### src/rtl/frame_bank_scheduler_if.sv
// ============================================================================
// Module   : frame_bank_scheduler_if
// Brief    : Loader and consumer handshake bundle for frame_bank_scheduler.
// Revision : 1.0
// ============================================================================
`default_nettype none

interface frame_bank_scheduler_if #(
    parameter int COUNT_WIDTH = 16
) ();
    logic                   ENABLE_I;
    logic                   LOAD_DONE_I;
    logic                   LOAD_START_O;
    logic                   LOAD_BANK_O;
    logic                   FRAME_READY_O;
    logic                   FRAME_BANK_O;
    logic                   FRAME_ACK_I;
    logic                   FRAME_RELEASE_I;
    logic                   BUSY_O;
    logic                   TIMEOUT_O;
    logic                   PROTO_ERR_O;
    logic [COUNT_WIDTH-1:0] FRAME_COUNT_O;

    modport slave (
        input  ENABLE_I, LOAD_DONE_I, FRAME_ACK_I, FRAME_RELEASE_I,
        output LOAD_START_O, LOAD_BANK_O, FRAME_READY_O, FRAME_BANK_O,
               BUSY_O, TIMEOUT_O, PROTO_ERR_O, FRAME_COUNT_O
    );

    modport master (
        output ENABLE_I, LOAD_DONE_I, FRAME_ACK_I, FRAME_RELEASE_I,
        input  LOAD_START_O, LOAD_BANK_O, FRAME_READY_O, FRAME_BANK_O,
               BUSY_O, TIMEOUT_O, PROTO_ERR_O, FRAME_COUNT_O
    );
endinterface

`default_nettype wire

### src/rtl/frame_bank_scheduler.sv
// ============================================================================
// Module   : frame_bank_scheduler
// Brief    : Ping-pong bank scheduler for the frame loader with watchdog.
// Revision : 1.0
// ============================================================================
`default_nettype none

module frame_bank_scheduler #(
    parameter int TIMEOUT_CYCLES = 1024,
    parameter int TIMEOUT_WIDTH  = 11,
    parameter int COUNT_WIDTH    = 16
) (
    input wire                    CLOCK_I,
    input wire                    RESET_I,
    frame_bank_scheduler_if.slave bus
);
    localparam logic [1:0] c_IDLE      = 2'd0;
    localparam logic [1:0] c_WAIT_LOW  = 2'd1;
    localparam logic [1:0] c_WAIT_HIGH = 2'd2;
    localparam logic [1:0] c_FAULT     = 2'd3;

    localparam logic [1:0] c_EMPTY  = 2'd0;
    localparam logic [1:0] c_FULL   = 2'd1;
    localparam logic [1:0] c_IN_USE = 2'd2;

    localparam logic [TIMEOUT_WIDTH-1:0] c_WDOG_LAST = TIMEOUT_WIDTH'(TIMEOUT_CYCLES - 1);

    logic [1:0]               state_q, state_d;
    logic [1:0][1:0]          bank_q, bank_d;
    logic                     wr_ptr_q, wr_ptr_d;
    logic                     rd_ptr_q, rd_ptr_d;
    logic                     held_q, held_d;
    logic                     held_bank_q, held_bank_d;
    logic [TIMEOUT_WIDTH-1:0] wdog_q, wdog_d;
    logic                     start_q, start_d;
    logic                     timeout_q, timeout_d;
    logic                     proto_err_q, proto_err_d;
    logic [COUNT_WIDTH-1:0]   count_q, count_d;

    logic                     w_load_done;
    logic                     w_frame_ready;

    always_ff @(posedge CLOCK_I or posedge RESET_I) begin
        if (RESET_I) begin
            state_q     <= c_IDLE;
            bank_q      <= {c_EMPTY, c_EMPTY};
            wr_ptr_q    <= 1'b0;
            rd_ptr_q    <= 1'b0;
            held_q      <= 1'b0;
            held_bank_q <= 1'b0;
            wdog_q      <= '0;
            start_q     <= 1'b0;
            timeout_q   <= 1'b0;
            proto_err_q <= 1'b0;
            count_q     <= '0;
        end else begin
            state_q     <= state_d;
            bank_q      <= bank_d;
            wr_ptr_q    <= wr_ptr_d;
            rd_ptr_q    <= rd_ptr_d;
            held_q      <= held_d;
            held_bank_q <= held_bank_d;
            wdog_q      <= wdog_d;
            start_q     <= start_d;
            timeout_q   <= timeout_d;
            proto_err_q <= proto_err_d;
            count_q     <= count_d;
        end
    end

    // Load sequencing: a bank only turns FULL once DONE has gone low then high.
    always_comb begin
        state_d     = state_q;
        wdog_d      = wdog_q;
        start_d     = 1'b0;
        wr_ptr_d    = wr_ptr_q;
        count_d     = count_q;
        timeout_d   = timeout_q;
        w_load_done = 1'b0;
        case (state_q)
            c_IDLE: begin
                if (bus.ENABLE_I && (bank_q[wr_ptr_q] == c_EMPTY) && bus.LOAD_DONE_I) begin
                    start_d = 1'b1;
                    state_d = c_WAIT_LOW;
                    wdog_d  = '0;
                end
            end
            c_WAIT_LOW: begin
                if (!bus.LOAD_DONE_I) begin
                    state_d = c_WAIT_HIGH;
                    wdog_d  = '0;
                end else if (wdog_q == c_WDOG_LAST) begin
                    state_d   = c_FAULT;
                    timeout_d = 1'b1;
                end else begin
                    wdog_d = wdog_q + 1'b1;
                end
            end
            c_WAIT_HIGH: begin
                if (bus.LOAD_DONE_I) begin
                    state_d     = c_IDLE;
                    wr_ptr_d    = ~wr_ptr_q;
                    count_d     = count_q + 1'b1;
                    w_load_done = 1'b1;
                end else if (wdog_q == c_WDOG_LAST) begin
                    state_d   = c_FAULT;
                    timeout_d = 1'b1;
                end else begin
                    wdog_d = wdog_q + 1'b1;
                end
            end
            c_FAULT: begin
                if (!bus.ENABLE_I) begin
                    state_d = c_IDLE;
                end
            end
            default: state_d = c_IDLE;
        endcase
    end

    // Release and acquire never collide: READY is low whenever a bank is held.
    always_comb begin
        bank_d      = bank_q;
        rd_ptr_d    = rd_ptr_q;
        held_d      = held_q;
        held_bank_d = held_bank_q;
        proto_err_d = proto_err_q;
        if (w_load_done) begin
            bank_d[wr_ptr_q] = c_FULL;
        end
        if (bus.FRAME_RELEASE_I) begin
            if (held_q) begin
                bank_d[held_bank_q] = c_EMPTY;
                held_d              = 1'b0;
            end else begin
                proto_err_d = 1'b1;
            end
        end
        if (w_frame_ready && bus.FRAME_ACK_I) begin
            bank_d[rd_ptr_q] = c_IN_USE;
            held_d           = 1'b1;
            held_bank_d      = rd_ptr_q;
            rd_ptr_d         = ~rd_ptr_q;
        end
    end

    always_comb begin
        w_frame_ready     = !held_q && (bank_q[rd_ptr_q] == c_FULL);
        bus.LOAD_START_O  = start_q;
        bus.LOAD_BANK_O   = wr_ptr_q;
        bus.FRAME_READY_O = w_frame_ready;
        bus.FRAME_BANK_O  = held_q ? held_bank_q : rd_ptr_q;
        bus.BUSY_O        = (state_q != c_IDLE);
        bus.TIMEOUT_O     = timeout_q;
        bus.PROTO_ERR_O   = proto_err_q;
        bus.FRAME_COUNT_O = count_q;
    end
endmodule

`default_nettype wire

### src/flat_wrapper.sv
// flat-port wrapper written by rule: the top's interface ports become plain ports
module frame_bank_scheduler_flat 
#(
    parameter int TIMEOUT_CYCLES = 1024,
    parameter int TIMEOUT_WIDTH  = 11,
    parameter int COUNT_WIDTH    = 16
)
  (CLOCK_I, RESET_I, bus_ENABLE_I, bus_LOAD_DONE_I, bus_FRAME_ACK_I, bus_FRAME_RELEASE_I, bus_LOAD_START_O, bus_LOAD_BANK_O, bus_FRAME_READY_O, bus_FRAME_BANK_O, bus_BUSY_O, bus_TIMEOUT_O, bus_PROTO_ERR_O, bus_FRAME_COUNT_O);
  frame_bank_scheduler_if #(.COUNT_WIDTH(COUNT_WIDTH)) bus_i ();
  input wire CLOCK_I;
  input wire RESET_I;
  input wire logic [$bits(bus_i.ENABLE_I)-1:0] bus_ENABLE_I;
  input wire logic [$bits(bus_i.LOAD_DONE_I)-1:0] bus_LOAD_DONE_I;
  input wire logic [$bits(bus_i.FRAME_ACK_I)-1:0] bus_FRAME_ACK_I;
  input wire logic [$bits(bus_i.FRAME_RELEASE_I)-1:0] bus_FRAME_RELEASE_I;
  output wire logic [$bits(bus_i.LOAD_START_O)-1:0] bus_LOAD_START_O;
  output wire logic [$bits(bus_i.LOAD_BANK_O)-1:0] bus_LOAD_BANK_O;
  output wire logic [$bits(bus_i.FRAME_READY_O)-1:0] bus_FRAME_READY_O;
  output wire logic [$bits(bus_i.FRAME_BANK_O)-1:0] bus_FRAME_BANK_O;
  output wire logic [$bits(bus_i.BUSY_O)-1:0] bus_BUSY_O;
  output wire logic [$bits(bus_i.TIMEOUT_O)-1:0] bus_TIMEOUT_O;
  output wire logic [$bits(bus_i.PROTO_ERR_O)-1:0] bus_PROTO_ERR_O;
  output wire logic [$bits(bus_i.FRAME_COUNT_O)-1:0] bus_FRAME_COUNT_O;
  assign bus_i.ENABLE_I = bus_ENABLE_I;
  assign bus_i.LOAD_DONE_I = bus_LOAD_DONE_I;
  assign bus_i.FRAME_ACK_I = bus_FRAME_ACK_I;
  assign bus_i.FRAME_RELEASE_I = bus_FRAME_RELEASE_I;
  assign bus_LOAD_START_O = bus_i.LOAD_START_O;
  assign bus_LOAD_BANK_O = bus_i.LOAD_BANK_O;
  assign bus_FRAME_READY_O = bus_i.FRAME_READY_O;
  assign bus_FRAME_BANK_O = bus_i.FRAME_BANK_O;
  assign bus_BUSY_O = bus_i.BUSY_O;
  assign bus_TIMEOUT_O = bus_i.TIMEOUT_O;
  assign bus_PROTO_ERR_O = bus_i.PROTO_ERR_O;
  assign bus_FRAME_COUNT_O = bus_i.FRAME_COUNT_O;
  frame_bank_scheduler #(.TIMEOUT_CYCLES(TIMEOUT_CYCLES), .TIMEOUT_WIDTH(TIMEOUT_WIDTH), .COUNT_WIDTH(COUNT_WIDTH)) u_core (.CLOCK_I(CLOCK_I), .RESET_I(RESET_I), .bus(bus_i));
endmodule
### config.mk
export PLATFORM = sky130hd
export DESIGN_NAME = frame_bank_scheduler_flat
export DESIGN_NICKNAME = d
export VERILOG_FILES = /design/src/rtl/frame_bank_scheduler_if.sv /design/src/rtl/frame_bank_scheduler.sv /design/src/flat_wrapper.sv
export SDC_FILE = /design/constraint.sdc
export NUM_CORES = 1
export LEC_CHECK = 0
export ABC_AREA = 1
export CORE_ASPECT_RATIO = 2
export CORE_MARGIN = 3
export CORE_UTILIZATION = 59
export CTS_CLUSTER_DIAMETER = 120
export DETAILED_ROUTE_END_ITERATION = 7
export PLACE_DENSITY = 0.84
export SETUP_SLACK_MARGIN = 0.5
export SYNTH_ARGS = -nofsm -noshare
export SYNTH_HDL_FRONTEND = slang
export SYNTH_SLANG_ARGS = --single-unit
export TNS_END_PERCENT = 20
### constraint.sdc
create_clock -name CLOCK_I -period 2.86 [get_ports CLOCK_I]
set_clock_uncertainty 0.2 [all_clocks]
set_input_delay 0.572 -clock CLOCK_I [delete_from_list [all_inputs] [get_ports CLOCK_I]]
set_output_delay 0.572 -clock CLOCK_I [all_outputs]
set_load 0.02 [all_outputs]
==> results of run 1 <==
sequential cells by signal, indices dropped and copies added, names as in the netlist:
signal                    count
u_core.held_q                 1
u_core.held_bank_q            1
u_core.wdog_q                11
u_core.state_q                2
u_core.bus.LOAD_BANK_O        1
u_core.bus.FRAME_COUNT_O     16
u_core.bus.LOAD_START_O       1
u_core.bus.TIMEOUT_O          1
u_core.rd_ptr_q               1
u_core.bank_q                 4
u_core.bus.PROTO_ERR_O        1
Yosys cell counts (2+ instances only):
cell type / count
ha_1: 7
o21bai_1: 3
a21oi_1: 2
nor2_1: 22
nor2_2: 4
nand3_1: 14
nand2_1: 99
inv_1: 41
inv_2: 3
nand2_2: 3
xor2_1: 7
o21ai_1: 3
nor3_1: 3
nand4_1: 7
o21ai_0: 11
xnor2_1: 7
nor2_4: 4
dfrtp_1: 40
path summary, 6_finish.rpt:
path                                                          from                                        to  slack, ns  cells after the start
worst min-delay path            u_core.bus.PROTO_ERR_O$_DFFE_PP0P_        u_core.bus.PROTO_ERR_O$_DFFE_PP0P_       0.28                      1
worst max register to register       u_core.state_q[0]$_DFFE_PP0P_  u_core.bus.FRAME_COUNT_O[11]$_DFFE_PP0N_       0.92                      8
min in group asynchronous                                  RESET_I        u_core.bus.LOAD_BANK_O$_DFFE_PP0N_       0.50                      3
max in group asynchronous                                  RESET_I   u_core.bus.FRAME_COUNT_O[8]$_DFFE_PP0N_       1.61                      3
worst min register to register  u_core.bus.PROTO_ERR_O$_DFFE_PP0P_        u_core.bus.PROTO_ERR_O$_DFFE_PP0P_       0.28                      1
worst max-delay path                   u_core.rd_ptr_q$_DFFE_PP0P_                          bus_FRAME_BANK_O       0.53                      3
what timing repair did:
| action | 4_1_cts | 5_1_grt |
|---|---|---|
| setup endpoints to repair | 2 | 3 |
| hold endpoints to repair | 0 | 0 |
| gates resized for setup | 1 | 1 |
power by group through the flow:
stage	clock, mW	combinational [mW]	sequential (mW)
2_1_floorplan	0	0.452	0.788
3_3_place_gp	0	0.676	0.775
3_5_place_dp	0	0.691	0.774
4_1_cts	0.475	0.692	0.764
5_1_grt	0.492	0.771	0.783
6_report	0.459	0.685	0.765
final cells by class:
cell class / instances / area, um2 / area share [%]
flip-flops and latches: 40 / 1000 / 37.0
well taps: 49 / 61.3 / 2.26
inverters: 44 / 165 / 6.10
repair buffers: 29 / 289 / 10.7
multi-input cells: 206 / 1080 / 39.9
clock inverters: 3 / 42.5 / 1.57
clock buffers: 5 / 68.8 / 2.54
kinds of logic (layout without fill, tap and decap cells):
logic type      count (synthesis)  count (layout)  share of synthesized area, %
fa+ha+maj                       7               7                          3.87
compound gates                 23              23                          6.18
buf+inv                        46              81                          8.12
simple gates                  162             162                          32.2
xor+xnor                       14              14                          5.41
flops                          40              40                          44.2
stage by stage:
stage	hold WS [ns]	total power [mW]	area [um2]	cells
floorplan	0.255	1.24	2270	292
global placement	0.262	1.45	2600	368
detailed placement	0.271	1.47	2600	368
CTS	0.291	1.93	2710	376
global route	0.320	2.05	2710	376
finish	0.285	1.91	2710	376
metal layers:
layer | global-route usage (%) | share of wire (%) | up-vias
met5 | 0 | 0 | -
met2 | 41.8 | 55 | 44
met1 | 23.9 | 38 | 895
met3 | 3.03 | 3.3 | 12
met4 | 12.5 | 3.2 | 0
li1 | - | - | 970
worst max-delay path: cells and delay by family (launching register included):
family,cells,cell delay (ns)
buf+inv,2,0.72
flops,1,0.39
compound gates,1,0.16
==> summary.txt, run 1 <==
Worst setup path
  • CP max FO: 4
  • Slowest CP cell: clkdlybuf4s50_1
  • Critical setup path kind: register to output pin
  • Worst EP arrival: approximately 1.6 ns
  • CP peak stage delay: roughly 0.63 ns
  • Crit-path cells: inv_1, o21ai_0, clkdlybuf4s50_1
  • CP Capture Type: output pin
  • CP Data Required Time: around 2.1 ns
  • Nature of the critical path startpoint: register

Min path
  • Hold crit path type: register to register

Finish
  • Fill count: roughly 300
  • Leading cell type in the layout, fill and taps excluded: nand2_1
  • Area delta synth->final: 19.5%
  • Util after Layout: roughly three quarters
  • Share of cells above drive strength 1: 8.87%
  • Most frequent cells in the layout: 99 x nand2_1, 41 x inv_1, 40 x dfrtp_1
  • Nets@finish: 339
  • N_diodes: 0

Timing
  • RSZ-0062 raised after global routing: true
  • Relative slew slack: 66.9%
  • Hold Fails Final Rpt: 0
  • Final Critical Period: about 2.3 ns
  • Fmax: 0.429 GHz
  • Fin. max-slew vios: 0
  • Transition time of the tightest slew-check pin: ~0.50 ns
  • Setup-failing EPs final: 0
  • Worst setup margin: approximately 0.53 ns
  • Setup TNS: 0 ns
  • Final period util: between 80% and 90%

CTS
  • Hold-fix buffers at CTS: 0
  • CTS tree: built
  • Clk Latency, worst-skew pair: 0.30 ns
  • Post-CTS Setup Inserts: 0
  • CTS max path bufs: 2
  • Worst-path clk slew: approximately 0.080 ns
  • H-tree depth: 2
  • CTS Root Cell: clkbuf_8
  • CTS Sinks: 40
  • CTS Buf Count: 5

Routing
  • DR pass1 iterations: 4
  • Initial DRC count: 48
  • Routed vias: 1,921
  • DRC viols: 0
  • Average wire per standard cell: 12.4 um
  • Vias per cell: 5.11
  • Final ANT Viol Nets: 0
  • Wirelength, routed: ~4700 um

Floorplan
  • CORE AREA: 0.00365 mm2
  • Die width: roughly 50 um
  • Row count: 31
  • I/O pins: 29
  • Initial Util: about 62%
  • Die Ht: approximately 94 um
  • Die area: ~0.0047 mm2

Yosys
  • Mapped Cells: slightly below 300
  • Post-synth cell types: 30
  • Seq cells post-synth: 40
  • Post-synthesis sequential area ratio: approximately 44%
  • Syn. warnings: 0
  • EDFF count, synth: 0
  • Mapped cell area: 0.00227 mm2
  • Net Count, Synth: around 300
  • Primary FF master, synth: dfrtp_1
  • Synth top area cells: dfrtp_1 44%, nand2_1 16%, inv_1 6.8%, ha_1 3.9%, nor2_1 3.6%
  • Leading area contributor after synthesis: dfrtp_1
  • Syn avg cell area: 7.76 um2
  • Post-synth top area share: 44.2%
  • Async S/R FF share, synth: 100%

Pwr
  • Clk pwr share: 24.1%
  • Power per cell area: 705 mW/mm2
  • LEAKAGE: 1.41 nW
  • Worst VDD drop: between 0.0007 and 0.0008 V
  • Logic pwr share: a little over a third
  • Cell Int Power: about 1.2 mW
  • Flop pwr share: between 40% and 50%
  • Net Sw Frac: between 30% and 40%
  • Psw: around 720 uW

Placed design
  • Detailed Place HPWL: about 3500 um
  • Routability cong.: 0.899
  • DP Worst Slack: about 0.50 ns
  • Buffers on Ports: 28

Job
  • Maxcap violations: 0

Global routing
  • Vias in the first global route: just under 2,000
  • Largest net degree at the start of global routing: between 40 and 50
  • First-pass GRT wire length: 8170 um
  • Initial antenna violation count: 0
  • Grt total ovfl: 0
  • Total GRT Usage: a little under a quarter

Outcome
  • Status: complete, no violations
(Power assumes the default switching activity.)
==> run 2: changes to the inputs <==
Settings changed: CORE_UTILIZATION 59 to 50, PLACE_DENSITY 0.84 to 0.76.
Clock period 2.86 ns to 1.9 ns, I/O delays scaled along.
==> summary.txt, run 2 (synthesis gave the netlist of run 1 again) <==
Finish
  • N_diodes: 0 (unchanged)
  • Area delta synth->final: 44.1%
  • Final Non-Filler Cells: 429 (+14%)
  • Max reg flops: 16 (unchanged)
  • Nets@finish: 387 (+14%)
  • Most frequent cells in the layout: 81 x nand2_1, 41 x buf_4, 37 x dfrtp_1
  • Util after Layout: 74.5% (+0.23 points)
  • Final Cell Area: 0.00327 mm2 (+21%)
  • Leading cell type in the layout, fill and taps excluded: nand2_1
  • Share of cells above drive strength 1: 34.4% (+26 points)

Floorplan
  • I/O pins: 29 (unchanged)
  • Die width: 53.6 um (+7.6%)
  • Initial Util: 51.7% (-10 points)
  • CORE AREA: 0.00438 mm2 (+20%)
  • Row count: 34 (+9.7%)
  • Die area: 0.00542 mm2 (+16%)
  • Die Ht: 101 um (+8.1%)

Worst setup path
  • Worst EP arrival: 1.24 ns (-0.32 ns)
  • CP Data Required Time: 1.32 ns (-0.77 ns)
  • Critical setup path kind: register to output pin
  • CP max FO: 3 (-1)
  • Nature of the critical path startpoint: register
  • CP Capture Type: output pin

CTS
  • CTS Buf Count: 5 (unchanged)
  • Worst-path clk slew: 0.09 ns (about the same)
  • CTS Root Cell: clkbuf_8
  • CTS Sinks: 40 (unchanged)
  • CTS max path bufs: 2 (unchanged)
  • Clk Latency, worst-skew pair: 0.30 ns (about the same)
  • CTS tree: built
  • H-tree depth: 2 (unchanged)
  • Hold-fix buffers at CTS: 0 (unchanged)

Pwr
  • Power per cell area: 1050 mW/mm2 (+50%)
  • LEAKAGE: 1.69 nW (+20%)
  • Worst VDD drop: 0.000949 V (+34%)
  • Overall power: 3.44 mW (+80%)

Global routing
  • Grt total ovfl: 0 (unchanged)
  • Vias in the first global route: 2,054 (+6.9%)
  • Total GRT Usage: 22.3% (-0.34 points)
  • Largest net degree at the start of global routing: 41 (unchanged)
  • First-pass GRT wire length: 8960 um (+9.6%)
  • Initial antenna violation count: 0 (unchanged)

Placed design
  • Routability cong.: 0.839 (-6.7%)
  • Placed cells: 398 (+8.2%)
  • DP Worst Slack: -0.127 ns (-0.627 ns)
  • Placed Area: 0.00284 mm2 (+9.3%)
  • Buffers on Ports: 28 (unchanged)
  • Detailed Place HPWL: 3810 um (+8.6%)

Routing
  • Wirelength, routed: 6050 um (+30%)
  • DR pass1 iterations: 4 (unchanged)
  • Vias per cell: 5.25 (+2.7%)
  • Final ANT Viol Nets: 0 (unchanged)
  • Routed vias: 2,251 (+17%)
  • Average wire per standard cell: 14.1 um (+14%)
  • DRC viols: 0 (unchanged)
  • Initial DRC count: 58 (+21%)

Timing
  • Fin. max-slew vios: 0 (unchanged)
  • Hold Fails Final Rpt: 0 (unchanged)
  • Relative slew slack: 80.5% (+14 points)
  • Hold_ws: 0.246 ns (-0.0394 ns)
  • Setup TNS: 0 ns (unchanged)
  • Final Critical Period: about 1.8 ns
  • Final period util: between 90% and 100%
  • RSZ-0062 raised after global routing: true
  • Fmax: 0.551 GHz
  • Worst setup margin: 0.0843 ns (-0.446 ns)
  • Transition time of the tightest slew-check pin: 0.290 ns (-0.207 ns)
  • Setup-failing EPs final: 0 (unchanged)

Outcome
  • Status: complete, no violations

Min path
  • Hold crit path type: input port to async pin

Job
  • Maxcap violations: 0 (unchanged)
==> run 2: changes by cell type in the layout (fill, tap and decap cells not counted), moves of 4 or more <==
cell	before	now
buf_4	1	41
clkdlybuf4s50_1	26	6
buf_6	0	18
nand2_1	99	81
nand2_2	3	19
dlygate4sd2_1	1	10
inv_1	41	33
inv_2	3	9
ha_1	7	3
ha_4	0	4
==> run 2: layout make-up <==
| class | instances | area [um2] |
|---|---|---|
| multi-input cells | 207 | 1250 |
| fillers | 298 | 1120 |
| flip-flops and latches | 40 | 1000 |
| repair buffers | 76 | 678 |
| inverters | 44 | 173 |
| clock buffers | 5 | 68.8 |
| well taps | 54 | 67.6 |
| clock inverters | 3 | 18.8 |
==> run 2: path summary, 6_finish.rpt <==
kind	start	end	slack, ns	cells past startpoint
setup / recovery	u_core.rd_ptr_q$_DFFE_PP0P_	bus_FRAME_READY_O	0.08	6
hold / removal	RESET_I	u_core.bus.FRAME_COUNT_O[10]$_DFFE_PP0N_	0.25	3
setup reg to reg	u_core.state_q[0]$_DFFE_PP0P_	u_core.bus.FRAME_COUNT_O[14]$_DFFE_PP0N_	0.18	9
hold reg to reg	u_core.bus.PROTO_ERR_O$_DFFE_PP0P_	u_core.bus.PROTO_ERR_O$_DFFE_PP0P_	0.28	1
max in group asynchronous	RESET_I	u_core.bus.FRAME_COUNT_O[1]$_DFFE_PP0N_	1.04	3
min in group CLOCK_I	u_core.bus.PROTO_ERR_O$_DFFE_PP0P_	u_core.bus.PROTO_ERR_O$_DFFE_PP0P_	0.28	1
==> run 2: report_power, final <==
part	total (mW)	switching (mW)	internal (mW)
Clock	0.570	0.314	0.256
Sequential	1.15	0.149	1.01
Combinational	1.72	0.921	0.797
Total	3.44	1.38	2.06
==> run 2: timing repair <==
item	in CTS	in global routing
gates resized for setup	91	44
pin swaps	1	21
setup endpoints to repair	60	61
cloned	0	1
setup buffers	10	12
==> run 2: layer usage <==
| metal | track usage (%) | vias up | routed length, um |
|---|---|---|---|
| met3 | 3.39 | 24 | 249 |
| li1 | - | 1076 | - |
| met2 | 42.1 | 87 | 3470 |
| met5 | 0 | - | 0 |
| met1 | 24.1 | 1064 | 2120 |
| met4 | 7.09 | 0 | 202 |
==> run 2: worst max-delay path: stages (launching register included) <==
cell and delay, ns:
dfrtp_1 0.42, inv_2 0.09, nand2_2 0.05, o22ai_2 0.11, inv_1 0.05, nor2_1 0.08, buf_4 0.14
